## src/rtl/sparse_mult_pkg.sv

```systemverilog
// Shared types and constants for the sparse multiplier sequencer.
// Optional feature macro used by the sequencer: SPARSE_SCHED_DUMMY_EN.
package sparse_mult_pkg;

   localparam int unsigned RAMWIDTH  = 32;
   localparam int unsigned LOG_RW    = $clog2(RAMWIDTH);

   // Widest source/destination indices a job record can carry.
   localparam int unsigned JOB_SRC_W = 16;
   localparam int unsigned JOB_DST_W = 32;

   typedef enum logic [2:0] {
      IDLE  = 3'd0,
      FETCH = 3'd1,
      LATCH = 3'd2,
      RUN   = 3'd3,
      DONE  = 3'd4
   } state_t;

   typedef struct packed {
      logic [JOB_SRC_W-1:0] src;
      logic [JOB_DST_W-1:0] dst;
      logic [LOG_RW-1:0]    bit_off;
      logic                 dummy;
      logic                 last;
   } job_t;

endpackage

```

## src/rtl/sparse_mult_sched_if.sv

```systemverilog
// Job stream between the sequencer and the shift-XOR accumulator.
// Handshake: a job transfers on a cycle where job_valid and job_ready are both 1;
// while job_valid=1 and job_ready=0 every job field holds stable, and job_valid
// never drops until the transfer happens.
interface sparse_mult_sched_if
   import sparse_mult_pkg::*;
#(
   parameter int unsigned ADDR_WIDTH = 10,
   parameter int unsigned LOGW       = 16
);
   localparam int unsigned DST_W = ADDR_WIDTH + LOGW - LOG_RW;

   logic                  job_valid;
   logic                  job_ready;
   logic [ADDR_WIDTH-1:0] src_addr;
   logic [DST_W-1:0]      dst_word;
   logic [LOG_RW-1:0]     bit_off;
   logic                  dummy;
   logic                  last;

   modport master (
      output job_valid, src_addr, dst_word, bit_off, dummy, last,
      input  job_ready
   );

   modport slave (
      input  job_valid, src_addr, dst_word, bit_off, dummy, last,
      output job_ready
   );

endinterface

```

## src/rtl/sparse_job_gen.sv

```systemverilog
// Registered job-address arithmetic: source word, destination word and bit shift
// for one (position, word index) pair; results appear one cycle after the inputs.
module sparse_job_gen
   import sparse_mult_pkg::*;
#(
   parameter int unsigned ADDR_WIDTH = 10,
   parameter int unsigned LOGW       = 16,
   parameter int unsigned DST_W      = ADDR_WIDTH + LOGW - LOG_RW
) (
   input  logic                  clk,
   input  logic                  rst,
   input  logic [LOGW-1:0]       pos_i,
   input  logic [ADDR_WIDTH-1:0] j_i,
   output logic [ADDR_WIDTH-1:0] src_o,
   output logic [DST_W-1:0]      dst_o,
   output logic [LOG_RW-1:0]     bit_off_o
);

   logic [ADDR_WIDTH-1:0] src_q;
   logic [DST_W-1:0]      dst_q;
   logic [LOG_RW-1:0]     bit_q;

   // Full-width add: modular reduction belongs to the accumulator.
   always_ff @(posedge clk) begin
      if (rst) begin
         src_q <= '0;
         dst_q <= '0;
         bit_q <= '0;
      end else begin
         src_q <= j_i;
         dst_q <= DST_W'(j_i) + DST_W'(pos_i[LOGW-1:LOG_RW]);
         bit_q <= pos_i[LOG_RW-1:0];
      end
   end

   assign src_o     = src_q;
   assign dst_o     = dst_q;
   assign bit_off_o = bit_q;

endmodule

```

## src/rtl/sparse_mult_sched.sv

```systemverilog
// Sequencer walking every sparse position against every dense word, emitting accumulator jobs.
// Macro SPARSE_SCHED_DUMMY_EN pads to MAX_WEIGHT iterations with dummy jobs; undefined runs WEIGHT only.
module sparse_mult_sched
   import sparse_mult_pkg::*;
#(
   parameter int unsigned MAX_WEIGHT     = 75,
   parameter int unsigned WEIGHT         = 66,
   parameter int unsigned N              = 17669,
   parameter int unsigned Y              = 553,
   parameter int unsigned LOGW           = 16,
   parameter int unsigned LOG_MAX_WEIGHT = $clog2(MAX_WEIGHT),
   parameter int unsigned ADDR_WIDTH     = $clog2(Y)
) (
   input  logic                      clk,
   input  logic                      rst,
   input  logic                      start_i,
   output logic [LOG_MAX_WEIGHT-1:0] pos_addr_o,
   input  logic [LOGW-1:0]           pos_data_i,
   sparse_mult_sched_if.master       job,
   output logic                      busy_o,
   output logic                      done_o,
   output logic                      err_o,
   output state_t                    dbg_state_o
);

   localparam int unsigned DST_W = ADDR_WIDTH + LOGW - LOG_RW;
`ifdef SPARSE_SCHED_DUMMY_EN
   localparam int unsigned ITERS = MAX_WEIGHT;
`else
   localparam int unsigned ITERS = WEIGHT;
`endif
   localparam logic [LOG_MAX_WEIGHT-1:0] K_LAST = LOG_MAX_WEIGHT'(ITERS - 1);
   localparam logic [ADDR_WIDTH-1:0]     J_LAST = ADDR_WIDTH'(Y - 1);

   state_t                    state_q, state_d;
   logic [LOG_MAX_WEIGHT-1:0] k_q, k_d;
   logic [ADDR_WIDTH-1:0]     j_q, j_d;
   logic [LOGW-1:0]           pos_q, pos_d;
   logic                      err_q, err_d;
   logic                      bad_pos;
   logic                      run;
`ifdef SPARSE_SCHED_DUMMY_EN
   logic                      dummy_q, dummy_d;
`endif

   always_ff @(posedge clk) begin
      if (rst) begin
         state_q <= IDLE;
         k_q     <= '0;
         j_q     <= '0;
         pos_q   <= '0;
         err_q   <= 1'b0;
`ifdef SPARSE_SCHED_DUMMY_EN
         dummy_q <= 1'b0;
`endif
      end else begin
         state_q <= state_d;
         k_q     <= k_d;
         j_q     <= j_d;
         pos_q   <= pos_d;
         err_q   <= err_d;
`ifdef SPARSE_SCHED_DUMMY_EN
         dummy_q <= dummy_d;
`endif
      end
   end

   always_comb begin
      state_d    = state_q;
      k_d        = k_q;
      j_d        = j_q;
      pos_d      = pos_q;
      err_d      = err_q;
      bad_pos    = 1'b0;
      pos_addr_o = '0;
`ifdef SPARSE_SCHED_DUMMY_EN
      dummy_d    = dummy_q;
`endif
      unique case (state_q)
         IDLE: begin
            if (start_i) begin
               err_d   = 1'b0;
               k_d     = '0;
               state_d = FETCH;
            end
         end
         FETCH: begin
            // Dummy iterations still read address 0 so the access pattern hides WEIGHT.
            if (32'(k_q) < WEIGHT) pos_addr_o = k_q;
            state_d = LATCH;
         end
         LATCH: begin
            pos_d = pos_data_i;
            j_d   = '0;
`ifdef SPARSE_SCHED_DUMMY_EN
            dummy_d = (32'(k_q) >= WEIGHT);
            bad_pos = !dummy_d && (32'(pos_data_i) >= N);
            if (bad_pos) begin
               err_d   = 1'b1;
               dummy_d = 1'b1;
            end
            state_d = RUN;
`else
            bad_pos = (32'(pos_data_i) >= N);
            if (bad_pos) begin
               err_d = 1'b1;
               if (k_q == K_LAST) begin
                  state_d = DONE;
               end else begin
                  k_d     = k_q + 1'b1;
                  state_d = FETCH;
               end
            end else begin
               state_d = RUN;
            end
`endif
         end
         RUN: begin
            if (job.job_ready) begin
               if (j_q == J_LAST) begin
                  if (k_q == K_LAST) begin
                     state_d = DONE;
                  end else begin
                     k_d     = k_q + 1'b1;
                     state_d = FETCH;
                  end
               end else begin
                  j_d = j_q + 1'b1;
               end
            end
         end
         DONE:    state_d = IDLE;
         default: state_d = IDLE;
      endcase
   end

   // Fed with next-state values so the registered job lines up with j_q/pos_q.
   sparse_job_gen #(
      .ADDR_WIDTH (ADDR_WIDTH),
      .LOGW       (LOGW),
      .DST_W      (DST_W)
   ) u_job_gen (
      .clk       (clk),
      .rst       (rst),
      .pos_i     (pos_d),
      .j_i       (j_d),
      .src_o     (job.src_addr),
      .dst_o     (job.dst_word),
      .bit_off_o (job.bit_off)
   );

   assign run           = (state_q == RUN);
   assign job.job_valid = run;
   assign job.last      = run && (j_q == J_LAST) && (k_q == K_LAST);
`ifdef SPARSE_SCHED_DUMMY_EN
   assign job.dummy     = run && dummy_q;
`else
   assign job.dummy     = 1'b0;
`endif

   assign busy_o      = (state_q == FETCH) || (state_q == LATCH) || run;
   assign done_o      = (state_q == DONE);
   assign err_o       = err_q;
   assign dbg_state_o = state_q;

endmodule
```

## src/flat_wrapper.sv

```systemverilog
// flat-port wrapper written by rule: the top's interface ports become plain ports
module sparse_mult_sched_flat import sparse_mult_pkg::*;
#(
   parameter int unsigned MAX_WEIGHT     = 75,
   parameter int unsigned WEIGHT         = 66,
   parameter int unsigned N              = 17669,
   parameter int unsigned Y              = 553,
   parameter int unsigned LOGW           = 16,
   parameter int unsigned LOG_MAX_WEIGHT = $clog2(MAX_WEIGHT),
   parameter int unsigned ADDR_WIDTH     = $clog2(Y)
)
  (clk, rst, start_i, pos_addr_o, pos_data_i, busy_o, done_o, err_o, dbg_state_o, job_job_valid, job_src_addr, job_dst_word, job_bit_off, job_dummy, job_last, job_job_ready);
  sparse_mult_sched_if #(.ADDR_WIDTH(ADDR_WIDTH), .LOGW(LOGW)) job_i ();
  input  logic clk;
  input  logic rst;
  input  logic start_i;
  output logic [LOG_MAX_WEIGHT-1:0] pos_addr_o;
  input  logic [LOGW-1:0] pos_data_i;
  output logic busy_o;
  output logic done_o;
  output logic err_o;
  output state_t dbg_state_o;
  output wire logic [$bits(job_i.job_valid)-1:0] job_job_valid;
  output wire logic [$bits(job_i.src_addr)-1:0] job_src_addr;
  output wire logic [$bits(job_i.dst_word)-1:0] job_dst_word;
  output wire logic [$bits(job_i.bit_off)-1:0] job_bit_off;
  output wire logic [$bits(job_i.dummy)-1:0] job_dummy;
  output wire logic [$bits(job_i.last)-1:0] job_last;
  input wire logic [$bits(job_i.job_ready)-1:0] job_job_ready;
  assign job_job_valid = job_i.job_valid;
  assign job_src_addr = job_i.src_addr;
  assign job_dst_word = job_i.dst_word;
  assign job_bit_off = job_i.bit_off;
  assign job_dummy = job_i.dummy;
  assign job_last = job_i.last;
  assign job_i.job_ready = job_job_ready;
  sparse_mult_sched #(.MAX_WEIGHT(MAX_WEIGHT), .WEIGHT(WEIGHT), .N(N), .Y(Y), .LOGW(LOGW), .LOG_MAX_WEIGHT(LOG_MAX_WEIGHT), .ADDR_WIDTH(ADDR_WIDTH)) u_core (.clk(clk), .rst(rst), .start_i(start_i), .pos_addr_o(pos_addr_o), .pos_data_i(pos_data_i), .job(job_i), .busy_o(busy_o), .done_o(done_o), .err_o(err_o), .dbg_state_o(dbg_state_o));
endmodule
```

## config.mk

```make
export PLATFORM = sky130hd
export DESIGN_NAME = sparse_mult_sched_flat
export DESIGN_NICKNAME = d
export VERILOG_FILES = /design/src/rtl/sparse_mult_pkg.sv /design/src/rtl/sparse_mult_sched_if.sv /design/src/rtl/sparse_job_gen.sv /design/src/rtl/sparse_mult_sched.sv /design/src/flat_wrapper.sv
export SDC_FILE = /design/constraint.sdc
export NUM_CORES = 1
export LEC_CHECK = 0
export CORE_MARGIN = 3
export CORE_UTILIZATION = 43
export CTS_CLUSTER_SIZE = 28
export DETAILED_ROUTE_END_ITERATION = 12
export PLACE_DENSITY_LB_ADDON = 0.3
export SETUP_SLACK_MARGIN = 0.4
export SLEW_MARGIN = 5
export SYNTH_ARGS = -nofsm -noshare
export SYNTH_HDL_FRONTEND = slang
export SYNTH_HIERARCHICAL = 1
export SYNTH_SLANG_ARGS = --single-unit
```

## constraint.sdc

```tcl
create_clock -name clk -period 3.8 [get_ports clk]
set_clock_uncertainty 0.2 [all_clocks]
set_input_delay 0.38 -clock clk [delete_from_list [all_inputs] [get_ports clk]]
set_output_delay 0.38 -clock clk [all_outputs]
set_load 0.02 [all_outputs]
```

==> Word-level counts from Yosys, hierarchy flattened <==
Cells that the tools add are included.
{ "op_classes": {"add_sub_neg": 3, "magnitude_cmp": 2, "mux": 21, "eq_ne": 10, "reduce_logical": 10} }
{ "ops": {"columns": ["op", "n"], "rows": [
  ["two-way mux 7 bit", 7],
  ["case mux 7 bit (3 select lines)", 1],
  ["two-way mux 10 bit", 2],
  ["case mux 10 bit (2 select lines)", 1],
  ["greater-or-equal comparator 16 x 15 -> 1 bit, second input constant", 1],
  ["two-way mux 16 bit", 1],
  ["two-way mux 3 bit", 5],
  ["adder 10 x 11 -> 12 bit", 1],
  ["case mux 3 bit (4 select lines)", 1],
  ["adder 10 x 1 -> 10 bit, second input constant", 1],
  ["== test 10 bit, second input constant", 1],
  ["adder 7 x 1 -> 7 bit, second input constant", 1],
  ["== test 7 bit, second input constant", 1],
  ["less-than comparator 7 bit, second input constant", 1],
  ["== test 3 x 2 -> 1 bit, second input constant", 2],
  ["!= test 2 bit, second input constant", 3],
  ["AND reduction 3 bit", 2],
  ["AND reduction 5 bit", 1],
  ["== test 3 x 1 -> 1 bit, second input constant", 1],
  ["== test 3 bit, second input constant", 1],
  ["logical NOT 3 bit", 1],
  ["nonzero test 3 bit", 1],
  ["logical AND 1 bit", 2],
  ["logical OR 1 bit", 2],
  ["other kinds (4)", 5]
]} }
{ "word_totals": {"input_bits": 20, "ff_bits": 63, "output_inout_bits": 52, "word_cells": 53} }

==> Logic depth before layout (Yosys ltp) <==
Gate-level depths: netlist of the first run.
{ "depth": {"word_depth": 5, "mapped_depth": 14, "depth_no_buf": 14} }

==> Hierarchy <==
The synthesis of the first run kept the hierarchy.
{ "by_module_without_submodules": {"columns": ["module", "seq_area_each_um2", "instances", "cells_each", "area_per_inst_um2"], "rows": [
  ["sparse_mult_sched", 740.7, 1, 240, 2120.8],
  ["sparse_job_gen", 540.5, 1, 122, 1208.7]
]} }

==> Worst setup path after synthesis of the first run <==
Ideal clock, no wire load.
{ "synth_path": {"path_type": "flip-flop to flip-flop", "from": "register u_core.state_q[2], in the netlist u_core/dbg_state_o[2]", "to": "register u_core.u_job_gen.dst_q[8], in the netlist u_core/u_job_gen/dst_o[8]", "stages_incl_launch_ff": 14, "required_ns": 3.486, "n_path_buf": 3, "synth_period_minus_slack_ns": 3.441, "slack_ns": 0.359, "setup_time_ns": 0.114, "t_arrival_ns": 3.126, "cell_sequence": "dfxtp_1 > buf_6 > nand2b_1 > buf_2 > nor2_2 > buf_2 > mux2_1 > ha_1 > fa_1 > a211oi_1 > o21ai_0 > a31oi_1 > xor2_1 > nor2_1"} }
{ "synth_between": {"elab_chain_cells": 3, "word_cells_on_any_way": 5, "classes_between": "1 x add/sub; 2 x eq/ne; 2 x mux"} }
{ "synth_lines": {"columns": ["item", "line", "text"], "rows": [
  ["from (decl)", "sparse_mult_sched.sv:35", "state_t state_q, state_d;"],
  ["from (signal assigned)", "sparse_mult_sched.sv:57", "state_q <= state_d;"],
  ["== test 3 x 2 -> 1 bit", "sparse_mult_sched.sv:79", "unique case (state_q)"],
  ["two-way mux 16 bit", "sparse_mult_sched.sv:79", null],
  ["via u_core.pos_d[5]", "sparse_mult_sched.sv:38", "logic [LOGW-1:0] pos_q, pos_d;"],
  ["adder 10 x 11 -> 12 bit", "sparse_job_gen.sv:31", "dst_q <= DST_W'(j_i) + DST_W'(pos_i[LOGW-1:LOG_RW]);"],
  ["to (signal assigned)", "sparse_job_gen.sv:31", null],
  ["to (decl)", "sparse_job_gen.sv:20", "logic [DST_W-1:0] dst_q;"]
]} }
The timed path passes the listed nets, and every way through them passes these cells.
A chain may end at the register's enable or synchronous reset.

==> Worst setup path after layout of the first run <==
{ "layout_path": {"from": "register u_core.state_q[2], in the netlist u_core/dbg_state_o[2]", "to": "register u_core.u_job_gen.dst_q[7], in the netlist u_core/u_job_gen/dst_o[7]"} }
The elaborated chain is that of the path after synthesis.

==> results of run 1 <==
## cells in the final DEF, fill, tap and decap left out, types with 3 or more instances in the layout
| cell type | n |
|---|---|
| sky130_fd_sc_hd__dfxtp_1 | 61 |
| sky130_fd_sc_hd__xnor2_1 | 5 |
| sky130_fd_sc_hd__xor2_1 | 5 |
| sky130_fd_sc_hd__and3_1 | 3 |
| sky130_fd_sc_hd__o21ai_0 | 10 |
| sky130_fd_sc_hd__a21o_1 | 8 |
| sky130_fd_sc_hd__a21oi_1 | 16 |
| sky130_fd_sc_hd__ha_1 | 14 |
| sky130_fd_sc_hd__mux2_1 | 3 |
| sky130_fd_sc_hd__nor3_1 | 12 |
| sky130_fd_sc_hd__conb_1 | 10 |
| sky130_fd_sc_hd__nor2b_1 | 39 |
| sky130_fd_sc_hd__clkbuf_8 | 10 |
| sky130_fd_sc_hd__dfxtp_2 | 3 |
| sky130_fd_sc_hd__mux2_2 | 16 |
| sky130_fd_sc_hd__inv_1 | 8 |
| sky130_fd_sc_hd__or4_1 | 5 |
| sky130_fd_sc_hd__and2_1 | 6 |
| sky130_fd_sc_hd__nand4_1 | 5 |
| sky130_fd_sc_hd__clkdlybuf4s50_1 | 60 |
| sky130_fd_sc_hd__nor2_1 | 32 |
| sky130_fd_sc_hd__nand3_1 | 14 |
| sky130_fd_sc_hd__buf_4 | 7 |
| sky130_fd_sc_hd__clkinvlp_4 | 3 |
| sky130_fd_sc_hd__a31oi_1 | 3 |
| sky130_fd_sc_hd__nand2b_1 | 3 |
| sky130_fd_sc_hd__nand2_1 | 15 |
## state kept, by name (all words and copies together), names as in the netlist
register and cells:
u_core/pos_q 16, u_core/u_job_gen/dst_o 12, u_core/j_q 10, u_core/u_job_gen/src_o 10, u_core/k_q 7, u_core/u_job_gen/bit_off_o 5
u_core/dbg_state_o 3, u_core/err_o 1
## synthesized netlist by cell type, types with 3 or more instances
cell type | count | share of area (%)
sky130_fd_sc_hd__a211oi_1 | 3 | 0.68
sky130_fd_sc_hd__a21o_1 | 8 | 1.8
sky130_fd_sc_hd__a21oi_1 | 16 | 2.4
sky130_fd_sc_hd__a31oi_1 | 3 | 0.56
sky130_fd_sc_hd__and2_1 | 6 | 1.1
sky130_fd_sc_hd__and3_1 | 3 | 0.56
sky130_fd_sc_hd__buf_2 | 4 | 0.60
sky130_fd_sc_hd__buf_4 | 11 | 2.5
sky130_fd_sc_hd__buf_6 | 3 | 1.0
sky130_fd_sc_hd__clkbuf_1 | 5 | 0.56
sky130_fd_sc_hd__dfxtp_1 | 64 | 38
sky130_fd_sc_hd__ha_1 | 14 | 5.3
sky130_fd_sc_hd__inv_1 | 8 | 0.90
sky130_fd_sc_hd__mux2_1 | 3 | 1.0
sky130_fd_sc_hd__mux2_2 | 16 | 5.4
sky130_fd_sc_hd__nand2_1 | 15 | 1.7
sky130_fd_sc_hd__nand2b_1 | 3 | 0.56
sky130_fd_sc_hd__nand3_1 | 14 | 2.1
sky130_fd_sc_hd__nand4_1 | 5 | 0.94
sky130_fd_sc_hd__nor2_1 | 32 | 3.6
sky130_fd_sc_hd__nor2b_1 | 40 | 7.5
sky130_fd_sc_hd__nor3_1 | 12 | 1.8
sky130_fd_sc_hd__o21ai_0 | 10 | 1.5
sky130_fd_sc_hd__or4_1 | 5 | 1.1
sky130_fd_sc_hd__xnor2_1 | 6 | 1.6
sky130_fd_sc_hd__xor2_1 | 5 | 1.3
## kinds of logic after synthesis
group / Yosys count / share of synthesized area (%)
simple gates: 159 / 27.21
flops: 64 / 38.48
compound gates: 58 / 12.18
buf+inv: 32 / 5.975
mux: 21 / 7.177
fa+ha+maj: 15 / 5.863
xor+xnor: 11 / 2.894
other cells: 2 / 0.2256
## cell type report
| type | instances | area share, % |
|---|---|---|
| tap | 99 | 2.961 |
| timing repair buffer | 68 | 15.73 |
| inverter | 8 | 0.7177 |
| multi-input combinational | 274 | 45.51 |
| clock buffer | 10 | 3.289 |
| sequential | 64 | 30.71 |
| clock inverter | 6 | 1.077 |
## power breakdown
part,leakage (nW),internal (W),switching (W)
Sequential,0.519,0.000704,0.0000175
Combinational,1.09,0.000152,0.000182
Clock,0.0845,0.000255,0.000278
Total,1.70,0.00111,0.000477
## worst register-to-register path: stages (launching register included)
cell	delay, ns
sky130_fd_sc_hd__dfxtp_1	0.41
sky130_fd_sc_hd__nand2b_1	0.21
sky130_fd_sc_hd__nor2_2	0.25
sky130_fd_sc_hd__buf_4	0.28
sky130_fd_sc_hd__mux2_2	0.37
sky130_fd_sc_hd__ha_1	0.36
sky130_fd_sc_hd__a21o_1	0.19
sky130_fd_sc_hd__a21oi_1	0.18
sky130_fd_sc_hd__nand2_1	0.12
sky130_fd_sc_hd__a31oi_1	0.20
sky130_fd_sc_hd__mux2_2	0.35
## worst paths after layout
check | start | endpoint | slack (ns) | cells past startpoint
setup / recovery | u_core/dbg_state_o[2] | u_core/u_job_gen/dst_o[7] | 0.58 | 10
hold / removal | rst | u_core/j_q[9] | 0.25 | 2
setup reg to reg | u_core/dbg_state_o[2] | u_core/u_job_gen/dst_o[7] | 0.58 | 10
hold reg to reg | u_core/err_o | u_core/err_o | 0.28 | 2
## routing by layer
metal	vias to the layer above	GRT usage (%)	part of all wire, %
li1	1373	-	-
met1	1293	22.27	44
met2	80	30.51	49
met3	10	3.846	5.9
met4	0	7.822	1.6
met5	-	0	0
## per-stage QoR
| step | setup WS, ns | instance area [µm²] |
|---|---|---|
| 5_1_grt | 0.3884 | 4184 |
| 2_1_floorplan | 0.4422 | 3364 |
| 3_5_place_dp | 0.4155 | 3970 |
| 3_3_place_gp | 0.4384 | 3970 |
| 6_report | 0.5802 | 4184 |
| 4_1_cts | 0.4076 | 4153 |
## timing repair
action | 4_1_cts | 5_1_grt
gates resized for setup | 0 | 7
setup buffers | 0 | 1
endpoints found under the setup margin | 0 | 6
hold buffers | 0 | 0
==> flow_metrics.env, run 1 <==
export IMPL_worstMarginPinSlew_ns=0.5764
export IMPL_antenna_cells_inserted=0
export IMPL_critical_path_max_stage_delay_ns=0.41
export IMPL_crit_chain="nand2b_1, nor2_2, buf_4, mux2_2, ha_1, a21o_1, a21oi_1, nand2_1, a31oi_1, mux2_2"
export IMPL_final_antenna_net_count=0
export IMPL_floorplan_core_area_um2=7370
export IMPL_synth_area_um2=3329
export IMPL_cts_root_buffer_cell="sky130_fd_sc_hd__clkbuf_8"
export IMPL_slowest_stage="sky130_fd_sc_hd__dfxtp_1"
export IMPL_fp_dieArea_um2=8835
export IMPL_critical_path_buffer_and_inverter_count=1
export IMPL_placedCellCount=512
export IMPL_final_hold_violation_count=0
export IMPL_synthCells=362
export IMPL_max_cap_violations=0
export IMPL_power_density_cell_area_nw_per_um2=379.8
export IMPL_finalPower_w=0.001589
export IMPL_grt_setup_unrepaired="yes"
export IMPL_postRouteWirelength_um=7657
export IMPL_nNetsFinal=460
export IMPL_maxClockFrequency_mhz=310.6
export IMPL_areaGrowthSynthToFinish_pct=25.67
export IMPL_share_of_flip_flops_with_an_asynchronous_set_or_reset_after_synthesis_pct=0
export IMPL_detail_route_wl_per_cell_um=14.47
export IMPL_drive_gt1_share_pct=14.19
export IMPL_hold_path_class="input port to flop"
export IMPL_crit_arrival_ns=3.26
export IMPL_fillers=675
export IMPL_synth_yosys_warnings=6
export IMPL_cts_sink_count=64
export IMPL_whs_ns=0.2476
export IMPL_final_util_pct=56.77
export IMPL_worstSetupEndpointType="flop"
export IMPL_synth_ff_latch_count=64
export IMPL_track_usage_pct=18.14
export IMPL_initial_utilization_pct=45.18
export IMPL_worst_slew_margin_rel_pct=61.17
export IMPL_synth_lib_cells_used_distinct=64
export IMPL_cts_htree_levels=3
export IMPL_drt_pass1_iterations=4
export IMPL_synth_edff_count=0
export IMPL_path_common_cell="sky130_fd_sc_hd__mux2_2"
export IMPL_grt_ovfl_total=0
export IMPL_critPathMaxFanout=16
export IMPL_vdd_drop_max_uv=230.6
export IMPL_rows=31
export IMPL_dieHeight_um=94.00
export IMPL_remaining_drc_errors=0
export IMPL_startpoint_type="flop"
export IMPL_port_buffer_count=61
export IMPL_dp_final_hpwl_um=5650
export IMPL_critPathKind="flop to flop"
export IMPL_synthFlopType="sky130_fd_sc_hd__dfxtp_1"
export IMPL_finalSetupViolations=0
export IMPL_initial_antenna_violation_count=0
export IMPL_worst_skew_pair_late_latency_ns=0.34
export IMPL_globalplace_congestion=0.9111
export IMPL_avgViaCountPerCell=5.210
export IMPL_cts_root_to_sink_buffers=2
export IMPL_initialDrtViolationCount=113
export IMPL_grt_pass1_vias=2644
export IMPL_final_instance_count_excl_fill=529
export IMPL_post_route_period_util_pct=84.73
export IMPL_synth_sequential_area_ratio_pct=38.48
export IMPL_grt_max_degree=38
export IMPL_postSynthAreaPerCell_um2=9.197
export IMPL_worst_setup_hold_path_clk_slew_ns=0.07
export IMPL_setup_total_negative_slack_ns=0
export IMPL_period_minus_slack_ns=3.220
export IMPL_cts_tree="yes"
export IMPL_multi_input_area_um2=1904
export IMPL_power_leakage_nw=1.698
export IMPL_critPathTopFamily="multiplexers"
export IMPL_die_w_um=94.00
export IMPL_area_taken_by_flip_flops_and_latches_um2=1285
export IMPL_io_pin_count=72
export IMPL_tritoncts_num_buffers=9
export IMPL_finalMaxSlewViolations=0
export IMPL_grt_pass1_wl_um=12540
export IMPL_via_count=2756
export IMPL_critPathRequiredTime_ns=3.84
export IMPL_outcome="finished clean"
No activity file was read; power rests on OpenSTA's default activity.
==> run 2: changes to the inputs <==
==> constraint.sdc (replaced) <==
create_clock -name clk -period 3.2 [get_ports clk]
set_clock_uncertainty 0.2 [all_clocks]
set_input_delay 0.32 -clock clk [delete_from_list [all_inputs] [get_ports clk]]
set_output_delay 0.32 -clock clk [all_outputs]
set_load 0.02 [all_outputs]
==> run 2 against run 1 <==
Worst hold slack improved by 0.047 ns. Total power up 22%. Die area unchanged. Final cell count increased by 6.0%. Clock power up 13%. Register-to-register slack worse by 0.35 ns.
==> flow_metrics.env, run 2 (synthesis gave the netlist of run 1 again) <==
export IMPL_critPathMaxFanout=4
export IMPL_worst_hold_startpoint="u_core/err_o"
export IMPL_vdd_drop_max_uv=298.8
export IMPL_setup_reg_to_reg_worst_slack_ns=0.23
export IMPL_grt_ovfl_total=0
export IMPL_final_instance_count_excl_fill=561
export IMPL_startpoint_type="flop"
export IMPL_worst_setup_hold_path_clk_slew_ns=0.07
export IMPL_globalplace_congestion=0.8929
export IMPL_share_comb_of_total_power_pct=24.5
export IMPL_critPathKind="flop to flop"
export IMPL_largest_register_ffs=16
export IMPL_worstMarginPinSlew_ns=0.7082
export IMPL_post_route_cell_area_um2=4591
export IMPL_fp_dieArea_um2=8835
export IMPL_worstSetupEndpointType="flop"
export IMPL_worst_slew_margin_rel_pct=52.79
export IMPL_dp_final_hpwl_um=5724
export IMPL_total_switching_power_w=0.0005672
export IMPL_grt_pass1_vias=2839
export IMPL_avgViaCountPerCell=5.166
export IMPL_max_cap_violations=0
export IMPL_cts_root_buffer_cell="sky130_fd_sc_hd__clkbuf_8"
export IMPL_p_sw_share_pct=29.33
export IMPL_io_pin_count=72
export IMPL_grt_pass1_wl_um=13360
export IMPL_grt_max_degree=40
export IMPL_floorplan_core_area_um2=7370
export IMPL_fillers=622
export IMPL_sequentialPowerShare_pct=44.3
export IMPL_placed_cell_area_um2=4131
export IMPL_hold_path_end="u_core/err_o"
export IMPL_final_hold_violation_count=0
export IMPL_grt_setup_unrepaired="yes"
export IMPL_outcome="finished clean"
export IMPL_track_usage_pct=19.13
export IMPL_finalSetupViolations=0
export IMPL_finalMaxSlewViolations=0
export IMPL_cts_sink_count=64
export IMPL_crit_reg2reg_capture="u_core/u_job_gen/dst_o[10]"
export IMPL_drt_pass1_iterations=4
export IMPL_setup_total_negative_slack_ns=0
export IMPL_tritoncts_num_buffers=9
export IMPL_detail_route_wl_per_cell_um=14.54
export IMPL_rows=31
export IMPL_post_route_period_util_pct=92.93
export IMPL_placedCellCount=524
export IMPL_antenna_cells_inserted=0
export IMPL_hold_path_cell_count=2
export IMPL_worst_skew_pair_late_latency_ns=0.34
export IMPL_initialDrtViolationCount=134
export IMPL_maxClockFrequency_mhz=336.3
export IMPL_initial_utilization_pct=45.18
export IMPL_power_density_cell_area_nw_per_um2=421.3
export IMPL_areaGrowthSynthToFinish_pct=37.88
export IMPL_remaining_drc_errors=0
export IMPL_internal_power_w=0.001367
export IMPL_nNetsFinal=492
export IMPL_drive_gt1_share_pct=26.41
export IMPL_hold_path_class="flop to flop"
export IMPL_reg2reg_from="u_core/j_q[1]"
export IMPL_critPathRequiredTime_ns=3.19
export IMPL_layout_cells_most_common_list="sky130_fd_sc_hd__dfxtp_1, sky130_fd_sc_hd__clkdlybuf4s50_1, sky130_fd_sc_hd__buf_4, sky130_fd_sc_hd__nor2b_1, sky130_fd_sc_hd__nor2_1"
export IMPL_dieHeight_um=94.00
export IMPL_period_minus_slack_ns=2.974
export IMPL_cts_htree_levels=3
export IMPL_postRouteWirelength_um=8157
export IMPL_via_count=2898
export IMPL_crit_arrival_ns=2.97
export IMPL_die_w_um=94.00
export IMPL_regMostFlops="u_core/pos_q"
export IMPL_final_antenna_net_count=0
export IMPL_initial_antenna_violation_count=0
export IMPL_port_buffer_count=61
export IMPL_commonest_non_fill_non_tap_cell_in_the_layout="sky130_fd_sc_hd__dfxtp_1"
export IMPL_power_share_clock_pct=31.2
export IMPL_power_leakage_nw=1.916
export IMPL_cts_root_to_sink_buffers=2
export IMPL_r2r_cell_count=15
export IMPL_cts_tree="yes"
[run 2: cell types whose count changed in the layout (fill, tap and decap cells not counted), sizes merged]
cell,previous run,this run
clkinv,3,4
clkinvlp,3,2
clkdlybuf4s50,60,56
dlymetal6s2s,0,3
buf,8,40
clkbuf,10,11
[run 2: worst max path at each step]
stage / startpoint / to / cells after the start
after floorplan: u_core/dbg_state_o[2] / u_core/u_job_gen/dst_o[8] / 13
after global placement: job_job_ready / u_core/u_job_gen/dst_o[7] / 11
after detailed placement: job_job_ready / u_core/u_job_gen/dst_o[7] / 11
final: u_core/j_q[1] / u_core/u_job_gen/dst_o[10] / 15
after CTS: u_core/j_q[1] / u_core/u_job_gen/dst_o[10] / 15
after global routing: job_job_ready / u_core/u_job_gen/dst_o[8] / 11
[run 2: stage by stage]
step                worst slack (ns)  utilization [%]  hold WS (ns)  power (W)
global placement             0.01049            56.06        0.2728   0.001284
global route               -0.006606            62.29        0.3426   0.002033
CTS                           0.1848            61.41        0.2962   0.001940
finish                        0.2264            62.29        0.2945   0.001934
floorplan                     0.2119                -        0.1916   0.001159
detailed placement          -0.05471            56.06        0.2756   0.001293
[run 2: metal layers]
layer | vias up | routed length [µm] | GRT usage [%] | share of wire, %
li1 | 1442 | - | - | -
met1 | 1365 | 3504 | 22.17 | 43
met2 | 80 | 4196 | 33.41 | 51
met3 | 11 | 321 | 5.449 | 3.9
met4 | 0 | 135 | 6.859 | 1.7
met5 | - | 0 | 0 | 0
[run 2: repair_timing]
| action | in CTS | in global routing |
|---|---|---|
| gates resized for setup | 24 | 15 |
| hold buffers | 0 | 0 |
| pin swaps | 16 | 15 |
| setup endpoints to repair | 13 | 15 |
| buffers inserted | 17 | 4 |
[run 2: worst max-delay path, stage by stage (launching register included)]
cell and delay [ns]:
sky130_fd_sc_hd__dfxtp_2 0.34, sky130_fd_sc_hd__inv_2 0.04, sky130_fd_sc_hd__ha_2 0.16, sky130_fd_sc_hd__and2b_2 0.19
sky130_fd_sc_hd__nand4_1 0.18, sky130_fd_sc_hd__nand3_2 0.12, sky130_fd_sc_hd__xnor2_2 0.19, sky130_fd_sc_hd__nor2_2 0.08
sky130_fd_sc_hd__ha_4 0.17, sky130_fd_sc_hd__fa_2 0.38, sky130_fd_sc_hd__a211oi_4 0.26, sky130_fd_sc_hd__buf_4 0.17
sky130_fd_sc_hd__o21ai_2 0.06, sky130_fd_sc_hd__o2111ai_2 0.09, sky130_fd_sc_hd__a21o_1 0.14, sky130_fd_sc_hd__a21oi_1 0.06
[run 2: power groups by stage]
stage	Clock (W)	Combinational (W)	Sequential [W]
2_1_floorplan	0	0.000259	0.000900
3_3_place_gp	0	0.000405	0.000878
3_5_place_dp	0	0.000414	0.000879
4_1_cts	0.000622	0.000462	0.000857
5_1_grt	0.000661	0.000511	0.000861
6_report	0.000603	0.000474	0.000856
[run 2: layout make-up]
class	count	area, µm²	area share, %
Clock buffer	10	137.6	2.998
Clock inverter	6	35.03	0.7632
Inverter	8	30.03	0.6541
Multi-Input combinational cell	274	2064	44.97
Sequential cell	64	1295	28.21
Tap cell	99	123.9	2.698
Timing Repair Buffer	100	904.6	19.71
